--- src/rtl/mem_responder_pkg.sv ---
// mem_responder_pkg
// Shared definitions for the memory responder slice: the word width used by
// the CPU datapath, the wait-counter width and the one-hot FSM encoding.
package mem_responder_pkg;

  // Word width matches the instruction width used by the control unit.
  localparam int MEM_WORD_WIDTH = 16;

  // Wait counter covers the legal WAIT_CYCLES range 0..15.
  localparam int CNT_WIDTH = 4;

  // One-hot, 4-bit state encoding.
  typedef enum logic [3:0] {
    ST_INIT = 4'b0001,
    ST_IDLE = 4'b0010,
    ST_BUSY = 4'b0100,
    ST_DONE = 4'b1000
  } state_t;

endpackage

--- src/rtl/mem_responder_mem_array.sv ---
// mem_array
// Single-port synchronous RAM, 2**ADDR_WIDTH words of MEM_WORD_WIDTH bits,
// with a registered read port. Contents are never reset.
// Ports:
//   i_clk    clock
//   i_we     write enable, writes i_wdata to i_addr on the rising edge
//   i_re     read enable, loads o_rdata from i_addr on the rising edge
//   i_addr   word address
//   i_wdata  write data
//   o_rdata  registered read data, held while i_re is low
module mem_array
  import mem_responder_pkg::*;
#(
  parameter int ADDR_WIDTH = 8
) (
  input  logic                      i_clk,
  input  logic                      i_we,
  input  logic                      i_re,
  input  logic [ADDR_WIDTH-1:0]     i_addr,
  input  logic [MEM_WORD_WIDTH-1:0] i_wdata,
  output logic [MEM_WORD_WIDTH-1:0] o_rdata
);

  localparam int DEPTH = 2 ** ADDR_WIDTH;

  logic [MEM_WORD_WIDTH-1:0] r_mem [0:DEPTH-1];
  logic [MEM_WORD_WIDTH-1:0] r_rdata;

  // Storage has no reset so it maps onto plain RAM blocks.
  always_ff @(posedge i_clk) begin
    if (i_we) begin
      r_mem[i_addr] <= i_wdata;
    end
    if (i_re) begin
      r_rdata <= r_mem[i_addr];
    end
  end

  assign o_rdata = r_rdata;

endmodule

--- src/rtl/mem_responder.sv ---
// mem_responder
// Memory-side responder for the CPU's single-outstanding memory handshake.
// Accepts one read or write while idle, waits WAIT_CYCLES extra cycles,
// then completes against the internal word array and signals completion.
// Ports:
//   I_clk         clock, all state changes on the rising edge
//   I_reset_n     asynchronous active-low reset
//   I_execute     request strobe, honoured only while O_mem_ready=1
//   I_we          1 = write, 0 = read (sampled with I_execute)
//   I_addr        word address (sampled with I_execute)
//   I_data        write data (sampled with I_execute)
//   O_data        read data, updated only when a read completes
//   O_mem_ready   1 = idle and able to accept a request
//   O_data_ready  one-cycle pulse marking read completion
//   O_overrun     sticky flag: a request arrived while busy
module mem_responder
  import mem_responder_pkg::*;
#(
  parameter int ADDR_WIDTH  = 8,
  parameter int WAIT_CYCLES = 2
) (
  input  logic                      I_clk,
  input  logic                      I_reset_n,
  input  logic                      I_execute,
  input  logic                      I_we,
  input  logic [ADDR_WIDTH-1:0]     I_addr,
  input  logic [MEM_WORD_WIDTH-1:0] I_data,
  output logic [MEM_WORD_WIDTH-1:0] O_data,
  output logic                      O_mem_ready,
  output logic                      O_data_ready,
  output logic                      O_overrun
);

  localparam logic [CNT_WIDTH-1:0] LP_WAIT = CNT_WIDTH'(WAIT_CYCLES);

  state_t                    r_state;
  state_t                    w_state_nxt;
  logic [CNT_WIDTH-1:0]      r_cnt;
  logic [CNT_WIDTH-1:0]      w_cnt_nxt;
  logic                      r_we;
  logic [ADDR_WIDTH-1:0]     r_addr;
  logic [MEM_WORD_WIDTH-1:0] r_wdata;
  logic [MEM_WORD_WIDTH-1:0] r_data;
  logic                      r_mem_ready;
  logic                      r_data_ready;
  logic                      r_overrun;

  logic                      w_accept;
  logic                      w_mem_ready_nxt;
  logic                      w_overrun_nxt;
  logic                      w_ram_we;
  logic                      w_ram_re;
  logic                      w_load_data;
  logic [MEM_WORD_WIDTH-1:0] w_ram_rdata;

  mem_array #(
    .ADDR_WIDTH(ADDR_WIDTH)
  ) u_mem_array (
    .i_clk  (I_clk),
    .i_we   (w_ram_we),
    .i_re   (w_ram_re),
    .i_addr (r_addr),
    .i_wdata(r_wdata),
    .o_rdata(w_ram_rdata)
  );

  always_ff @(posedge I_clk or negedge I_reset_n) begin
    if (!I_reset_n) begin
      r_state <= ST_INIT;
    end else begin
      r_state <= w_state_nxt;
    end
  end

  always_comb begin
    w_state_nxt     = r_state;
    w_cnt_nxt       = r_cnt;
    w_accept        = 1'b0;
    w_mem_ready_nxt = r_mem_ready;
    w_overrun_nxt   = r_overrun;
    w_ram_we        = 1'b0;
    w_ram_re        = 1'b0;
    w_load_data     = 1'b0;

    case (r_state)
      ST_INIT: begin
        w_state_nxt     = ST_IDLE;
        w_mem_ready_nxt = 1'b1;
      end
      ST_IDLE: begin
        if (I_execute) begin
          w_accept        = 1'b1;
          w_mem_ready_nxt = 1'b0;
          w_cnt_nxt       = LP_WAIT;
          w_state_nxt     = ST_BUSY;
        end
      end
      ST_BUSY: begin
        if (r_cnt != '0) begin
          w_cnt_nxt = r_cnt - 1'b1;
        end else begin
          w_state_nxt = ST_DONE;
          // The RAM read is registered, so issue it one cycle before DONE
          // to have the word ready when DONE completes the read.
          w_ram_re    = ~r_we;
        end
      end
      ST_DONE: begin
        w_state_nxt     = ST_IDLE;
        w_mem_ready_nxt = 1'b1;
        if (r_we) begin
          w_ram_we = 1'b1;
        end else begin
          w_load_data = 1'b1;
        end
      end
      default: begin
        w_state_nxt     = ST_INIT;
        w_mem_ready_nxt = 1'b0;
      end
    endcase

    // A strobe while an operation is in flight is dropped but remembered.
    if (I_execute && ((r_state == ST_BUSY) || (r_state == ST_DONE))) begin
      w_overrun_nxt = 1'b1;
    end
  end

  always_ff @(posedge I_clk or negedge I_reset_n) begin
    if (!I_reset_n) begin
      r_cnt        <= '0;
      r_we         <= 1'b0;
      r_addr       <= '0;
      r_wdata      <= '0;
      r_data       <= '0;
      r_mem_ready  <= 1'b0;
      r_data_ready <= 1'b0;
      r_overrun    <= 1'b0;
    end else begin
      r_cnt        <= w_cnt_nxt;
      r_mem_ready  <= w_mem_ready_nxt;
      r_overrun    <= w_overrun_nxt;
      r_data_ready <= w_load_data;
      if (w_accept) begin
        r_we    <= I_we;
        r_addr  <= I_addr;
        r_wdata <= I_data;
      end
      if (w_load_data) begin
        r_data <= w_ram_rdata;
      end
    end
  end

  assign O_data       = r_data;
  assign O_mem_ready  = r_mem_ready;
  assign O_data_ready = r_data_ready;
  assign O_overrun    = r_overrun;

endmodule

--- config.mk ---
export PLATFORM = sky130hd
export DESIGN_NAME = mem_responder
export DESIGN_NICKNAME = d
export VERILOG_FILES = /design/src/rtl/mem_responder_pkg.sv /design/src/rtl/mem_responder_mem_array.sv /design/src/rtl/mem_responder.sv
export SDC_FILE = /design/constraint.sdc
export NUM_CORES = 2
export LEC_CHECK = 0
export CAP_MARGIN = 40
export CELL_PAD_IN_SITES_DETAIL_PLACEMENT = 0
export CELL_PAD_IN_SITES_GLOBAL_PLACEMENT = 1
export CORE_MARGIN = 5
export CORE_UTILIZATION = 45
export CTS_CLUSTER_DIAMETER = 30
export DETAILED_ROUTE_END_ITERATION = 8
export PLACE_DENSITY = 0.64
export REMOVE_ABC_BUFFERS = 1
export SKIP_LAST_GASP = 1
export SLEW_MARGIN = 20
export SYNTH_ARGS = -nofsm -noshare
export SYNTH_HDL_FRONTEND = slang
export SYNTH_SLANG_ARGS = --single-unit
--- constraint.sdc ---
create_clock -name I_clk -period 5.7 [get_ports I_clk]
set_clock_uncertainty 0.05 [all_clocks]
set_input_delay 0.855 -clock I_clk [delete_from_list [all_inputs] [get_ports I_clk]]
set_output_delay 0.855 -clock I_clk [all_outputs]
set_load 0.005 [all_outputs]
# Word level (Yosys, flattened, before mapping)
# Memories as Yosys holds them, arrays and structs flattened. A register that Yosys moved wholly into a read port is not among the register bits.
# Cells that the tools add are included.
# classes
add_sub_neg	1
n_reduce_logical	8
mux	18
n_eq_ne	7
bitwise_logic	2
# op_table
op	count
4-bit 2-to-1 mux	4
4-bit one-hot mux with 3 select lines	1
1-bit 2-to-1 mux	11
4-bit one-hot mux with 2 select lines	1
2-bit inequality test, second input constant	3
4-bit by 1-bit == test with 1-bit output, second input constant	1
4-bit by 2-bit == test with 1-bit output, second input constant	1
4-bit by 3-bit == test with 1-bit output, second input constant	1
4-bit == test, second input constant	1
2-bit AND reduction	2
4-bit nonzero test	1
4-bit by 1-bit subtractor with 4-bit output, second input constant	1
1-bit one-hot mux with 3 select lines	1
3-bit AND reduction	1
1-bit inverter	2
2-bit nonzero test	1
2-bit OR reduction	1
1-bit logical AND	1
1-bit logical OR	1
# totals
out_inout_bits	19
ram_bits	4096
n_memories	1
ff_bits	52
elab_cells	46
input_bits	28
# memory_table
memory	depth	word_bits	read_ports	rd_ports_with_merged_regs	write_ports	line_no	source
u_mem_array.r_mem	256	16	1	1	1	mem_responder_mem_array.sv:26	logic [MEM_WORD_WIDTH-1:0] r_mem [0:DEPTH-1];

# Logic depth before layout (Yosys ltp)
# logic_depth
ltp_word	4
depth_mapped	9
mapped_depth_nobuf	7

# Modules after synthesis
# From an unflattened synthesis, not the netlist that was laid out.
# hier_totals
hier_cells	6881
area_unflattened_um2	157823.9
# by_module_without_submodules
mod	instances	seq_area_each_um2	area_per_inst_um2	cells_per_inst
mem_array	1	123478.4	155559.2	6727
mem_responder	1	1302.5	2264.7	154

# Worst setup path after synthesis
# Ideal clock, no wire load.
# synth_path
path_kind	register to register
start	register r_wdata[0]
end	memory u_mem_array.r_mem[0][0], data pin
required_ns	4.847
arrival_time_ns	3.179
setup_ns	0.803
stages_incl_launch_ff	1
n_path_buf	0
path_slack_ns	1.668
period_less_slack_ns	4.032
path_cell_list	dfrtp_1
# synth_lines
item	line_no	source
from (decl)	mem_responder.sv:42	logic [MEM_WORD_WIDTH-1:0] r_wdata;
from (signal assigned)	mem_responder.sv:147	r_wdata <= I_data;
to (decl)	mem_responder_mem_array.sv:26	
# No word-level cell before the write port.

==> impl_metrics.tcl <==
set metrics [dict create \
    h-tree-depth 6 \
    synth-seq-cells 4164 \
    root_buffer "clkbuf_16" \
    regArea_um2 125000 \
    vdd_drop_max_mv 0.449 \
    dieArea_um2 362000 \
    cp.required_ns 6.36 \
    port_buffers 46 \
    first_global_vias 79600 \
    multi_input_area_um2 31200 \
    wl_per_cell_um 32.9 \
    drc_errors 0 \
    syn_avg_cell_area_um2 23.0 \
    worst_slack_ns 1.09 \
    min_path_type "input pin to asynchronous set/reset pin" \
    crit_start "r_addr[0]" \
    cts_buffers 727 \
    p_int_mw 77.3 \
    gr-total-overflow 0 \
    place_area_um2 167000 \
    final_area_um2 193000 \
    rows 217 \
    grt_usage_pct 23.2 \
    grt_pass1_wl_um 606000 \
    finalCritPeriodShare_pct 80.8 \
    ys_seq_area_share_pct 79.3 \
    cts_tree "built" \
    critPathMaxFanout 86 \
    yosys_warnings 0 \
    r2r-end "u_mem_array.o_rdata[15]" \
    r2r_slack_ns 1.09 \
    area_growth_pct 22.8 \
    ys_types 34 \
    slew-limit-headroom_pct 16.2 \
    fill_cells 25600 \
    cp-endpoint "u_mem_array.o_rdata[15]" \
    ant_nets 0 \
    dpl_worst_slack_ns 1.11 \
    status "completed" \
    worstSkewPairLatency_ns 1.03 \
    layout_min_cycle_time_ns 4.61 \
    wirelength_um 427000 \
    initial_core_util_pct 45.1 \
    rsz0062_at_grt "false" \
    grt_use_met2_pct 37.1 \
    finalPower_mw 111 \
    reg2reg_from "r_addr[0]" \
    setup.worst_path.start_class "flop" \
    seqPwrFrac_pct 35.8 \
    async_flop_share_pct 1.25 \
    synth_edf_count 4112 \
    avgViaCountPerCell 6.05 \
    drtIter0Drc 9198 \
    post_cts_buffers 0 \
    grt_max_degree 209 \
    path_class "flop to flop" \
    p_leak_nw 61.8 \
    clockBufferDepth 4 \
    die_h_um 601 \
    nets 7786 \
    dr.pass1.iters 6 \
    gp_congestion 0.811 \
    hold_viol_final 0 \
    top_usage_layer "met2" \
    max_freq_mhz 217 \
    vias 78700 \
    ioPinCount 47 \
    coreArea_um2 349000 \
    synth-main-ff-cell "edfxtp_1" \
    worstPathArrival_ns 5.27 \
    p_sw_share_pct 30.1 \
    dpl.hpwl_um 246000 \
    antenna_found_initial 22 \
    switching_power_mw 33.3 \
    drive_above_1_share_pct 34.5 \
    use_met3_pct 4.13 \
    power_frac_clock_pct 40.4 \
    endpoint_kind "flop" \
    slew_viol_final 0 \
    max_cap_violations 0 \
    powerDensity_nw_per_um2 572 \
    gr-usage-met1_pct 32.8 \
    ff2ff_path_depth 8 \
    cts_num_sinks 4164 \
    syn_area_um2 157000 \
    syn_inst 6848 \
    die_w_um 601 \
    worst_pin_slew_ns 1.26 \
    clk_pin_slew_ns 0.05 \
    p_comb_share_pct 23.8 \
    setup_viol 0 \
]
-- cell usage after synthesis (2+ instances only) --
master	instances	area share, %
inv_1	2	0.0048
mux4_2	1024	15
buf_6	16	0.11
nor3b_1	2	0.0095
nand2_1	29	0.069
mux2_2	41	0.29
a21oi_1	261	0.83
buf_2	88	0.28
nand2b_1	2	0.0079
o41ai_1	64	0.36
nor2b_1	10	0.040
nand3_1	8	0.025
ha_1	2	0.016
dfrtp_1	51	0.81
and3_1	2	0.0079
o21ai_0	3	0.0095
buf_4	21	0.10
edfxtp_1	4112	78
or2_2	2	0.0079
nor2_1	269	0.64
nor3_1	2	0.0064
buf_1	43	0.10
and2_1	3	0.012
clkbuf_1	249	0.59
xnor2_1	3	0.017
a22oi_1	512	2.4
nand4_1	20	0.079
-- layer usage --
layer | part of all wire [%] | up-vias
met5 | 0.016 | -
met4 | 3.4 | 10
met3 | 7.7 | 709
met2 | 49 | 3672
met1 | 40 | 42600
li1 | - | 31700
-- final cells by class --
cell class / instances / share of cell area [%]
antenna: 15 / 0.0194
inverter: 2 / 0.00388
multi-input combinational: 2265 / 16.2
timing repair buffer: 596 / 2.97
tap: 4599 / 2.98
clock inverter: 541 / 3.57
clock buffer: 819 / 9.70
sequential: 4164 / 64.6
-- sequential cells by signal, indices dropped and copies added (netlist names) --
signal               count
u_mem_array.o_rdata     16
O_overrun                1
r_cnt                    4
r_wdata                 16
r_we                     1
O_data_ready             1
u_mem_array.r_mem     4096
r_state                  4
O_data                  16
O_mem_ready              1
r_addr                   8
-- power by group through the flow --
stage               clock, mW  sequential [mW]  combinational [mW]
floorplan                   0             42.7                9.83
global route             46.9             39.6                27.8
detailed placement          0             40.3                26.4
CTS                      45.3             39.7                26.5
global placement            0             40.5                25.4
finish                   44.7             39.6                26.3
-- per-stage QoR --
stage	hold WS, ns	cells	utilization (%)	TNS, ns
final	0.320	13000	55.4	0
after global routing	0.332	13000	55.4	0
after CTS	0.258	13000	55.3	0
after detailed placement	0.450	11600	48.0	0
after global placement	0.443	11600	47.7	-0.616
after floorplan	0.404	6431	-	-
-- worst max-delay path, stage by stage (launching register included) --
cell,delay (ns)
dfrtp_4,0.87
buf_12,0.30
buf_12,0.55
mux4_2,0.59
a22oi_1,0.57
a21oi_1,0.29
o41ai_2,0.48
buf_4,0.24
nand4_1,0.13
-- cell usage in the layout (no fill, tap or decap), drive strengths merged --
cell type and n:
dfrtp 51, and4b 1, mux4 1024, or3 1, nand2 29, a22oi 512
and2 3, dfstp 1, dlygate4sd3 1, clkinvlp 77, nor4 1, o21ai 3
and3 2, nor3 2, buf 548, ha 2, nand4 20, clkdlybuf4s15 1
inv 76, a21oi 261, clkdlybuf4s50 45, or3b 1, nor2 269, clkinv 271
nor3b 2, o41ai 64, mux2 41, diode 15, nand2b 2, xnor2 3
nand3 8, or2 2, a31o 1, nor2b 10, clkbuf 820, edfxtp 4112
bufinv 119, a31oi 1
-- logic make-up (layout without fill, tap and decap cells) --
family                   Yosys count  after routing  synth area share, %
AO/OA/AOI/OAI                    842            842                 3.65
XOR/XNOR                           3              3               0.0167
adder cells (fa/ha/maj)            2              2               0.0159
buffers and inverters            419           1958                 1.20
flip-flops                      4164           4164                 79.3
multiplexers                    1065           1065                 14.9
other                              0             15                    0
AND/OR/NAND/NOR                  353            353                0.927
-- worst min-delay path by stage --
stage | start | to | slack (ns) | cells past startpoint
after floorplan | u_mem_array.o_rdata[0] | O_data[0] | 0.40 | 1
final | I_reset_n | r_wdata[8] | 0.32 | 3
after global placement | O_data[15] | O_data[15] | 0.44 | 1
after detailed placement | O_data[1] | O_data[1] | 0.45 | 1
after global routing | I_reset_n | r_wdata[8] | 0.33 | 3
after CTS | I_reset_n | r_wdata[8] | 0.26 | 3
-- what timing repair did --
item,CTS,global route
setup endpoints to repair,0,0
resized for setup,0,0
hold endpoints to repair,28,0
hold buffers,1,0
(Power assumes the default switching activity.)
